## config.mk

```make
export PLATFORM = sky130hd
export DESIGN_NAME = ps_demux
export DESIGN_NICKNAME = d
export VERILOG_FILES = /design/src/rtl/ps_pkg.sv /design/src/rtl/ps_skid_reg.sv /design/src/rtl/ps_demux.sv
export SDC_FILE = /design/constraint.sdc
export NUM_CORES = 1
export LEC_CHECK = 0
export CAP_MARGIN = 20
export CORE_UTILIZATION = 28
export DETAILED_ROUTE_END_ITERATION = 16
export PLACE_DENSITY = 0.77
export RECOVER_POWER = 25
export SETUP_SLACK_MARGIN = 0.4
export SLEW_MARGIN = 10
export SYNTH_ARGS = -nofsm -noshare
export SYNTH_HDL_FRONTEND = slang
export SYNTH_HIERARCHICAL = 1
export SYNTH_SLANG_ARGS = --single-unit
```

## constraint.sdc

```tcl
create_clock -name clk -period 1.7 [get_ports clk]
set_clock_uncertainty 0.1 [all_clocks]
set_input_delay 0.17 -clock clk [delete_from_list [all_inputs] [get_ports clk]]
set_output_delay 0.17 -clock clk [all_outputs]
set_load 0.02 [all_outputs]
```

## src/rtl/ps_pkg.sv

```systemverilog
// ps_pkg: shared PacketStream types and helpers.
//   ps_demux_state_t : demux packet-tracking state (IDLE, PASS, DROP)
//   ps_idx_valid     : true when an output index addresses an existing output
package ps_pkg;
  typedef enum logic [1:0] {IDLE, PASS, DROP} ps_demux_state_t;
  function automatic logic ps_idx_valid(input int idx, input int n);
    return idx < n;
  endfunction
endpackage

```

## src/rtl/ps_skid_reg.sv

```systemverilog
// ps_skid_reg: generic 2-entry PacketStream skid buffer, full throughput, 1-cycle latency.
//   clk, reset_n         : clock, async active-low reset
//   i_val, i_rdy, i_dat  : upstream beat (i_rdy comes straight from a flop)
//   o_val, o_rdy, o_dat  : downstream beat, driven from the main register
module ps_skid_reg #(
  parameter int WIDTH = 8
) (
  input  logic             clk,
  input  logic             reset_n,
  input  logic             i_val,
  output logic             i_rdy,
  input  logic [WIDTH-1:0] i_dat,
  output logic             o_val,
  input  logic             o_rdy,
  output logic [WIDTH-1:0] o_dat
);
  logic             m_val_q, m_val_d, s_val_q, s_val_d;
  logic [WIDTH-1:0] m_dat_q, m_dat_d, s_dat_q, s_dat_d;
  logic             acc_i, pop, load;
  assign i_rdy = ~s_val_q;
  assign acc_i = i_val & ~s_val_q;
  // main register may take a new beat when empty or draining; skid entry refills it first
  assign pop   = ~m_val_q | o_rdy;
  assign load  = pop & (s_val_q | acc_i);
  assign o_val = m_val_q;
  assign o_dat = m_dat_q;
  always_comb begin
    m_val_d = pop ? (s_val_q | acc_i) : m_val_q;
    m_dat_d = load ? (s_val_q ? s_dat_q : i_dat) : m_dat_q;
    s_val_d = pop ? 1'b0 : (s_val_q | acc_i);
    s_dat_d = (!pop && acc_i) ? i_dat : s_dat_q;
  end
  always_ff @(posedge clk or negedge reset_n)
    if (!reset_n) begin
      m_val_q <= 1'b0;
      s_val_q <= 1'b0;
      m_dat_q <= '0;
      s_dat_q <= '0;
    end else begin
      m_val_q <= m_val_d;
      s_val_q <= s_val_d;
      m_dat_q <= m_dat_d;
      s_dat_q <= s_dat_d;
    end
endmodule

```

## src/rtl/ps_demux.sv

```systemverilog
// ps_demux: PacketStream 1-to-SOURCES demultiplexer; destination fixed per packet from 'select'.
//   clk, reset_n          : clock, async active-low reset
//   select                : destination index, sampled on the first beat of a packet
//   i_dat, i_val, i_eop   : input beat; i_rdy : input ready
//   o_dat, o_val, o_eop   : per-output beats; o_rdy : per-output ready
//   o_drop                : pulse on the accepted EOP beat of a packet sent to an invalid index
//   PS_DEMUX_OUTREG_EN    : when defined, outputs come from a skid register (1-cycle latency)
module ps_demux
  import ps_pkg::*;
#(
  parameter  int WIDTH   = 8,
  parameter  int SOURCES = 2,
  localparam int SW      = $clog2(SOURCES)
) (
  input  logic                            clk,
  input  logic                            reset_n,
  input  logic [SW-1:0]                   select,
  input  logic [WIDTH-1:0]                i_dat,
  input  logic                            i_val,
  input  logic                            i_eop,
  output logic                            i_rdy,
  output logic [SOURCES-1:0][WIDTH-1:0]   o_dat,
  output logic [SOURCES-1:0]              o_val,
  output logic [SOURCES-1:0]              o_eop,
  input  logic [SOURCES-1:0]              o_rdy,
  output logic                            o_drop
);
  localparam int NP = 1 << SW;
  ps_demux_state_t state_q;
  logic [SW-1:0]   sel_q, route;
  logic            en_q, routed, r_val, fwd_rdy;
  logic [NP-1:0]   rdy_pad;
  // pad ready so an out-of-range index reads as not ready instead of X
  assign rdy_pad = NP'(o_rdy);
  assign route   = (state_q == IDLE) ? select : sel_q;
  assign routed  = (state_q == PASS) | ((state_q == IDLE) & ps_idx_valid(int'(select), SOURCES));
  // en_q keeps the input closed until the first edge after reset release
  assign r_val   = i_val & routed & en_q;
  assign i_rdy   = en_q & (~routed | fwd_rdy);
  assign o_drop  = i_val & i_rdy & i_eop & ~routed;
  always_ff @(posedge clk or negedge reset_n)
    if (!reset_n) begin
      state_q <= IDLE;
      sel_q   <= '0;
      en_q    <= 1'b0;
    end else begin
      en_q <= 1'b1;
      if (i_val && i_rdy) begin
        if (state_q == IDLE && !i_eop) begin
          sel_q   <= select;
          state_q <= routed ? PASS : DROP;
        end else if (i_eop) state_q <= IDLE;
      end
    end
`ifdef PS_DEMUX_OUTREG_EN
  logic                    sk_val, sk_rdy, sk_eop;
  logic [SW-1:0]           sk_idx;
  logic [WIDTH-1:0]        sk_dat;
  logic [SW+WIDTH:0]       sk_q;
  assign {sk_idx, sk_dat, sk_eop} = sk_q;
  assign fwd_rdy = sk_rdy;
  ps_skid_reg #(.WIDTH(SW + WIDTH + 1)) u_skid (
    .clk    (clk),
    .reset_n(reset_n),
    .i_val  (r_val),
    .i_rdy  (sk_rdy),
    .i_dat  ({route, i_dat, i_eop}),
    .o_val  (sk_val),
    .o_rdy  (rdy_pad[sk_idx]),
    .o_dat  (sk_q)
  );
  for (genvar k = 0; k < SOURCES; k++) begin : g_out
    assign o_val[k] = sk_val & (sk_idx == SW'(k));
    assign o_dat[k] = sk_dat;
    assign o_eop[k] = sk_eop;
  end
`else
  assign fwd_rdy = rdy_pad[route];
  for (genvar k = 0; k < SOURCES; k++) begin : g_out
    assign o_val[k] = r_val & (route == SW'(k));
    assign o_dat[k] = i_dat;
    assign o_eop[k] = i_eop;
  end
`endif
endmodule

```

After elaboration in Yosys (flattened, before gate mapping)
Index checks and enable logic that the tools add are counted.

operators by class
  magnitude comparators = 1
  equality and inequality tests = 1
  mux-type cells = 6
  bitwise operators = 12
  reduce and logical (&&, ||, !) cells = 7

operators with widths
  cell                                                         number
  AND 1 bit                                                    8
  2-to-1 mux 2 bit                                             3
  AND reduction 2 bit                                          2
  2-to-1 mux 1 bit                                             3
  == test 2 x 1 -> 1 bit (second input constant)               1
  logical AND 1 bit                                            2
  zero test 2 bit                                              1
  less-than comparator 1 x 2 -> 1 bit (second input constant)  1
  NOT 1 bit                                                    2
  bitwise OR 1 bit                                             2
  nonzero test 2 bit                                           1
  zero test 1 bit                                              1

storage, ports and cells
  flip-flop bits (word level) = 4
  bits of input ports = 15
  output and inout port bits = 22
  logic and storage cells = 30

Logic depth before layout (Yosys ltp)
Gate-level depths: netlist of the first run.

  word-level depth = 9
  gate-level depth with buffers = 3
  mapped depth without buffers = 3

Least setup slack after synthesis of the first run
OpenSTA, ideal clock, no wires.

  kind = register -> output
  from = register state_q[0]
  to = output i_rdy
  arrival time = 1.232 ns
  slack = 0.198 ns
  cell stages (with the launch flop) = 4
  cell sequence = dfrtp_1 > mux2i_1 > mux2_4 > o21a_1

between the ends
  longest elaborated chain between the ends = 6
  elaborated cells on any way between the ends = 9

RTL lines
  what                                                 line                            RTL
  from (decl)                                          ps_demux.sv:29                  ps_demux_state_t state_q;
  from (signal assigned)                               ps_demux.sv:51                  state_q <= routed ? PASS : DROP;
  zero test 2 bit                                      ps_demux.sv:35, ps_demux.sv:36
  2-to-1 mux 1 bit                                     ps_demux.sv:35                  assign route = (state_q == IDLE) ? select : sel_q;
  2-to-1 mux 1 bit (implied by the code) (2 in a row)  ps_demux.sv:78                  assign fwd_rdy = rdy_pad[route];
  bitwise OR 1 bit (*)                                 ps_demux.sv:39                  assign i_rdy = en_q & (~routed | fwd_rdy);
  AND 1 bit (*)                                        ps_demux.sv:39
  to (decl)                                            ps_demux.sv:21                  output logic i_rdy,

Every way passes the cells marked *; elsewhere a longest branch is shown, timed or not. The select of a mux whose other input is x is not followed.

Final worst setup path of the first run
Same ends and word-level chain as after synthesis.

==> run summary, run 1 <==
Syn_nets = 56
Critical Path Start Type = flip-flop
Critical path arrival = 1.53 ns
TritonCTS Buffers = 3
Post-synthesis mux area share = 9.43%
Synth top area share = 36.4%
Root buf cell = clkbuf_4
Worst-path maximum fanout = 2
Static Leakage = 0.248 nW
Gr usage total = 10.8%
CORE AREA = 1170 um2
Worst R2R Start = state_q[1]$_DFFE_PN0P_
# hold bufs at CTS = 0
CP Data Required Time = 1.43 ns
Simple-gate share of the synthesized area = 12.1%
Yosys reg bits = 4
# IOs = 37
Antenna fix cells = 0
Worst skew pair latency = 0.23 ns
Failing checks = setup timing
Gp weighted congestion = 0.659
Status = finished with violations
Pwr dens = 699 nW/um2
Htree depth = 1
RSZ-0062 raised after global routing = yes
Fin nets = 65
Max VDD drop = 0.301 mV
Port Buffer Count = 12
Adder and majority gate portion of the synthesized area = 0%
Starting density of the core = 31.7%
Die width = 38.4 um
Crit end category = output pin
Area delta synth->final = 31.6%
Global-route wire length before repair = 1.01 mm
Die area = 1480 um2
Post-DR vias/cell = 4.53
Synth area leader = buf_4
Clock transition at path regs = 0.04 ns
Synth Area in Compound Gates = 11.1%
Setup ws final = -0.0951 ns
Vias in the first global route = 273
CTS tree = built
Die H = 38.4 um
DR iter-0 viols = 0
Critical Path Start = state_q[0]$_DFFE_PN0P_
Largest net degree at the start of global routing = 6
Gr ovfl total = 0
Clock buffer depth = 2
Period utilization = 106%
Final Util = 41.8%
Post-Synth XOR/XNOR Area = 0%
Type of the worst min-delay path = input port to asynchronous set/reset pin
DRC viols = 0
Largest family of logic cells by synthesized area = buffers and inverters
First drt pass iteration count = 1
Routed wire per std cell = 10.9 um
Hold Vio Cnt, Final = 0
Final-report max-slew violation count = 0
Share of cells above drive strength 1 = 52.1%
Final setup viols = 1
Post-Route WL = 675 um
Antenna viol nets, final = 0
Syn Area/Cell = 9.06 um2
MaxCap Viol Count = 0
Via Count = 281
Pre-CTS setup slack = -0.463 ns
Tmin final = 1.80 ns
Yosys warning count = 6
Initial antenna violation count = 0
Fmax = 0.557 GHz
Largest cells by area after synthesis = buf_4 (36%), dfrtp_1 (27%), mux2i_1 (5.4%), mux2_4 (4.0%), inv_1 (3.0%)
Mapped Area = 372 um2
Synth cell types = 17
Seq/Total Area, Yosys = 26.9%
Num rows = 12
CP Class = flip-flop to output pin
Clock sink count = 4
Syn Inst Count = 41
what timing repair did:
action	CTS	global route
setup buffers	1	2
pin swaps	2	2
gates resized for setup	34	2
cloned	0	0
setup endpoints to repair	8	6
critical path, stage by stage, from the launching register on:
cell and delay [ns]:
dfrtp_1 0.36, mux2i_2 0.28, mux2_4 0.34, o21a_4 0.19, buf_6 0.12
layer usage:
| metal | vias to the layer above | part of all wire, % | wire length, um | GRT usage (%) |
|---|---|---|---|---|
| met1 | 130 | 35 | 236 | 8.90 |
| li1 | 132 | - | - | - |
| met3 | 4 | 11 | 77 | 2.33 |
| met2 | 15 | 50 | 336 | 17.8 |
| met5 | - | 0 | 0 | 0 |
| met4 | 0 | 3.6 | 24 | 15.5 |
cells in the final DEF (no fill, tap or decap), types with 2 or more instances in the layout:
cell             netlist  final
dfrtp_1                4      4
clkdlybuf4s50_1        0      5
clkbuf_4               0      3
buf_6                  0      4
inv_1                  3      2
buf_4                 18     10
buf_2                  0      2
registers in the layout, summed over array words and instances (netlist names):
| signal | cells |
|---|---|
| state_q | 2 |
| en_q | 1 |
| sel_q | 1 |
Yosys cell counts, drive strengths merged:
master / instances
nor2b: 1
mux2: 1
nor2: 2
conb: 1
and3: 1
buf: 18
inv: 3
a21boi: 1
and4: 1
o22ai: 1
dfrtp: 4
o22a: 1
o41a: 1
o21a: 1
mux2i: 2
nor4b: 1
nand3b: 1
through the flow:
step / setup TNS [ns] / cells / area [um2] / hold WS [ns] / power (mW)
after global placement: -0.957 / 56 / 438 / 0.240 / 0.209
after global routing: -0.175 / 62 / 489 / 0.0992 / 0.367
after CTS: -0.104 / 60 / 467 / 0.0285 / 0.342
after detailed placement: -1.01 / 56 / 438 / 0.240 / 0.212
final: -0.0951 / 62 / 489 / 0.100 / 0.342
after floorplan: 0 / 41 / 383 / -0.226 / 0.213
path summary, 6_finish.rpt:
| check | end | slack (ns) | cells past startpoint |
|---|---|---|---|
| max reg2reg | sel_q$_DFFE_PN0P_ | 0.21 | 4 |
| min | sel_q$_DFFE_PN0P_ | 0.10 | 1 |
| max | i_rdy | -0.1 | 4 |
| min in group clk | o_dat[10] | 0.24 | 0 |
| min reg2reg | state_q[1]$_DFFE_PN0P_ | 0.47 | 1 |
| max in group asynchronous | en_q$_DFF_PN0_ | 1.24 | 1 |
cell type report:
type / count / area [um2]
fill: 128 / 682
timing repair buffer: 22 / 190
multi-input combinational: 16 / 148
sequential: 4 / 100
clock buffer: 3 / 22.5
tap: 14 / 17.5
inverter: 3 / 11.3
power by group:
| part | switching [mW] | total [mW] | internal [mW] |
|---|---|---|---|
| combinational | 0.0474 | 0.118 | 0.0710 |
| sequential | 0.00547 | 0.108 | 0.102 |
| clock | 0.0370 | 0.116 | 0.0788 |
cell families after synthesis:
family / Yosys count
muxes: 3
AOI/OAI and AO/OA: 5
DFF: 4
and+or+nand+nor: 7
buffers and inverters: 21
other: 1
Note: power is estimated with default switching activity, not from simulation.
==> run 2: changes to the inputs <==
--- a/config.mk
+++ b/config.mk
@@ -16,3 +16,4 @@
 export SYNTH_HDL_FRONTEND = slang
 export SYNTH_HIERARCHICAL = 1
 export SYNTH_SLANG_ARGS = --single-unit
+export TNS_END_PERCENT = 20
==> run summary, run 2 (synthesis results as in run 1) <==
Routed wire per std cell = 10.2 um (-6.3%)
Tmin final = 1.79 ns (-0.00694 ns)
Starting density of the core = 31.7% (unchanged)
Antenna viol nets, final = 0 (unchanged)
Area delta synth->final = 27.9%
Fillers = 125 (-2.3%)
Failing checks = setup timing
Delay-heaviest family, CP = multiplexers
Pwr dens = 696 nW/um2 (-0.45%)
Clock buffer depth = 2 (unchanged)
Largest net degree at the start of global routing = 6 (unchanged)
Gr ovfl total = 0 (unchanged)
Commonest non-fill, non-tap cell in the layout = buf_4
Fmax = 0.559 GHz (+0.39%)
Clock sink count = 4 (unchanged)
Critical Path Start = state_q[0]$_DFFE_PN0P_
Flop pwr share = 32.7% (+1.2 points)
Htree depth = 1 (unchanged)
Num rows = 12 (unchanged)
CP Data Required Time = 1.43 ns (about the same)
Net Sw Frac = 25.8% (-0.45 points)
Top Registers = state_q (2), en_q (1), sel_q (1)
Clock transition at path regs = 0.04 ns (about the same)
P_int = 0.246 mW (-2.7%)
Finished Layout Cells = 60 (-3.2%)
Final setup viols = 1 (unchanged)
DR iter-0 viols = 0 (unchanged)
Worst skew pair latency = 0.23 ns (about the same)
Post-route cell area = 475 um2 (-2.8%)
Setup ws final = -0.0882 ns (+0.00694 ns)
Static Leakage = 0.257 nW (+3.7%)
Critical Path Start Type = flip-flop
Clock network fraction of design power = 34.7% (+0.9 points)
CTS tree = built
CP Class = flip-flop to output pin
Slowest CP cell = dfrtp_1
Post-Route WL = 612 um (-9.3%)
Max VDD drop = 0.272 mV (-9.4%)
Worst-path maximum fanout = 2 (unchanged)
Fin nets = 63 (-3.1%)
Antenna fix cells = 0 (unchanged)
CORE AREA = 1170 um2 (unchanged)
Largest register FFs = 2 (unchanged)
Worst R2R Start = state_q[1]$_DFFE_PN0P_
R2R depth = 4 (unchanged)
CP Cell Sequence = mux2i_2, mux2_4, o21a_4, buf_6
Share of cells above drive strength 1 = 47.8% (-4.3 points)
Die width = 38.4 um (unchanged)
Critical path arrival = 1.52 ns (about the same)
R2R Setup Slk = 0.13 ns (-0.08 ns)
CP Buf/Inv Count = 1 (unchanged)
Crit end category = output pin
Final Util = 40.6% (-1.2 points)
Psw = 0.0854 mW (-4.9%)
Reg-to-reg endpoint = sel_q$_DFFE_PN0P_
Crit-path max cell delay = 0.36 ns (about the same)
Root buf cell = clkbuf_4
Status = finished with violations
DP HPWL = 488 um
Placed insts = 56 (unchanged)
DP Area = 438 um2 (unchanged)
Vias in the first global route = 229 (-16%)
First drt pass iteration count = 1 (unchanged)
Critical path endpoint = i_rdy
Die area = 1480 um2 (unchanged)
Via Count = 262 (-6.8%)
Gp weighted congestion = 0.713 (+8.1%)
Critical Path Stages = 4 (unchanged)
Hold Vio Cnt, Final = 0 (unchanged)
Total power draw = 0.331 mW (-3.3%)
Area of the multi-input gates = 144 um2 (-2.5%)
RSZ-0062 raised after global routing = yes
Pre-CTS setup slack = -0.454 ns (+0.00898 ns)
# IOs = 37 (unchanged)
Initial antenna violation count = 0 (unchanged)
Most frequent cells in the layout = buf_4 (8), dfrtp_1 (4), buf_6 (4)
Type of the worst min-delay path = input port to asynchronous set/reset pin
Post-DR vias/cell = 4.37 (-3.7%)
Combinational share of power = 32.7% (-1.9 points)
Final-report max-slew violation count = 0 (unchanged)
Die H = 38.4 um (unchanged)
DRC viols = 0 (unchanged)
Gr usage total = 9.09% (-1.7 points)
Global-route wire length before repair = 855 um (-15%)
Reg area = 100 um2 (unchanged)
Most flops, register = state_q
Period utilization = 105% (-0.41 points)
Port Buffer Count = 12 (unchanged)
MaxCap Viol Count = 0 (unchanged)
TritonCTS Buffers = 3 (unchanged)
==> run 2: power groups by stage <==
stage | Clock (mW) | Combinational [mW] | Sequential, mW
global placement | 0 | 0.0992 | 0.109
finish | 0.115 | 0.108 | 0.108
CTS | 0.122 | 0.0995 | 0.108
global route | 0.126 | 0.116 | 0.109
detailed placement | 0 | 0.101 | 0.109
floorplan | 0 | 0.102 | 0.110
==> run 2: worst register-to-register path, cell delays in order, from the launching register on <==
cell,delay (ns)
dfrtp_1,0.40
nand3b_1,0.26
buf_4,0.19
o41a_1,0.30
o22a_1,0.20
==> run 2: metal layers <==
metal  wire, um  GRT usage, %  vias up  share of wire (%)
li1           -             -      130                  -
met5          0             0        -                  0
met3         78          1.74        5                 13
met1        218          9.25      114                 36
met2        293          13.1       13                 48
met4         23          12.9        0                3.8
==> run 2: worst min path at each step <==
| stage | slack [ns] | cells past startpoint | end |
|---|---|---|---|
| 2_1_floorplan | -0.23 | 0 | en_q$_DFF_PN0_ |
| 3_3_place_gp | 0.24 | 0 | o_dat[12] |
| 3_5_place_dp | 0.24 | 0 | o_dat[12] |
| 4_1_cts | 0.03 | 1 | en_q$_DFF_PN0_ |
| 5_1_grt | 0.11 | 1 | state_q[0]$_DFFE_PN0P_ |
| 6_report | 0.10 | 1 | state_q[1]$_DFFE_PN0P_ |
==> run 2: area by class of cell <==
type | count | area share (%)
timing repair buffer | 20 | 37.9
multi-input combinational | 16 | 30.3
sequential | 4 | 21.1
clock buffer | 3 | 4.74
tap | 14 | 3.68
inverter | 3 | 2.37
==> run 2: timing repair <==
action	CTS	global route
pin swaps	4	5
gates resized for setup	30	7
hold buffers	0	0
setup buffers	0	1
endpoints found under the setup margin	8	6
==> run 2: stage by stage <==
| step | setup TNS (ns) | hold slack (ns) |
|---|---|---|
| 2_1_floorplan | 0 | -0.226 |
| 3_3_place_gp | -0.886 | 0.240 |
| 3_5_place_dp | -0.972 | 0.240 |
| 4_1_cts | -0.110 | 0.0308 |
| 5_1_grt | -0.142 | 0.109 |
| 6_report | -0.0882 | 0.104 |
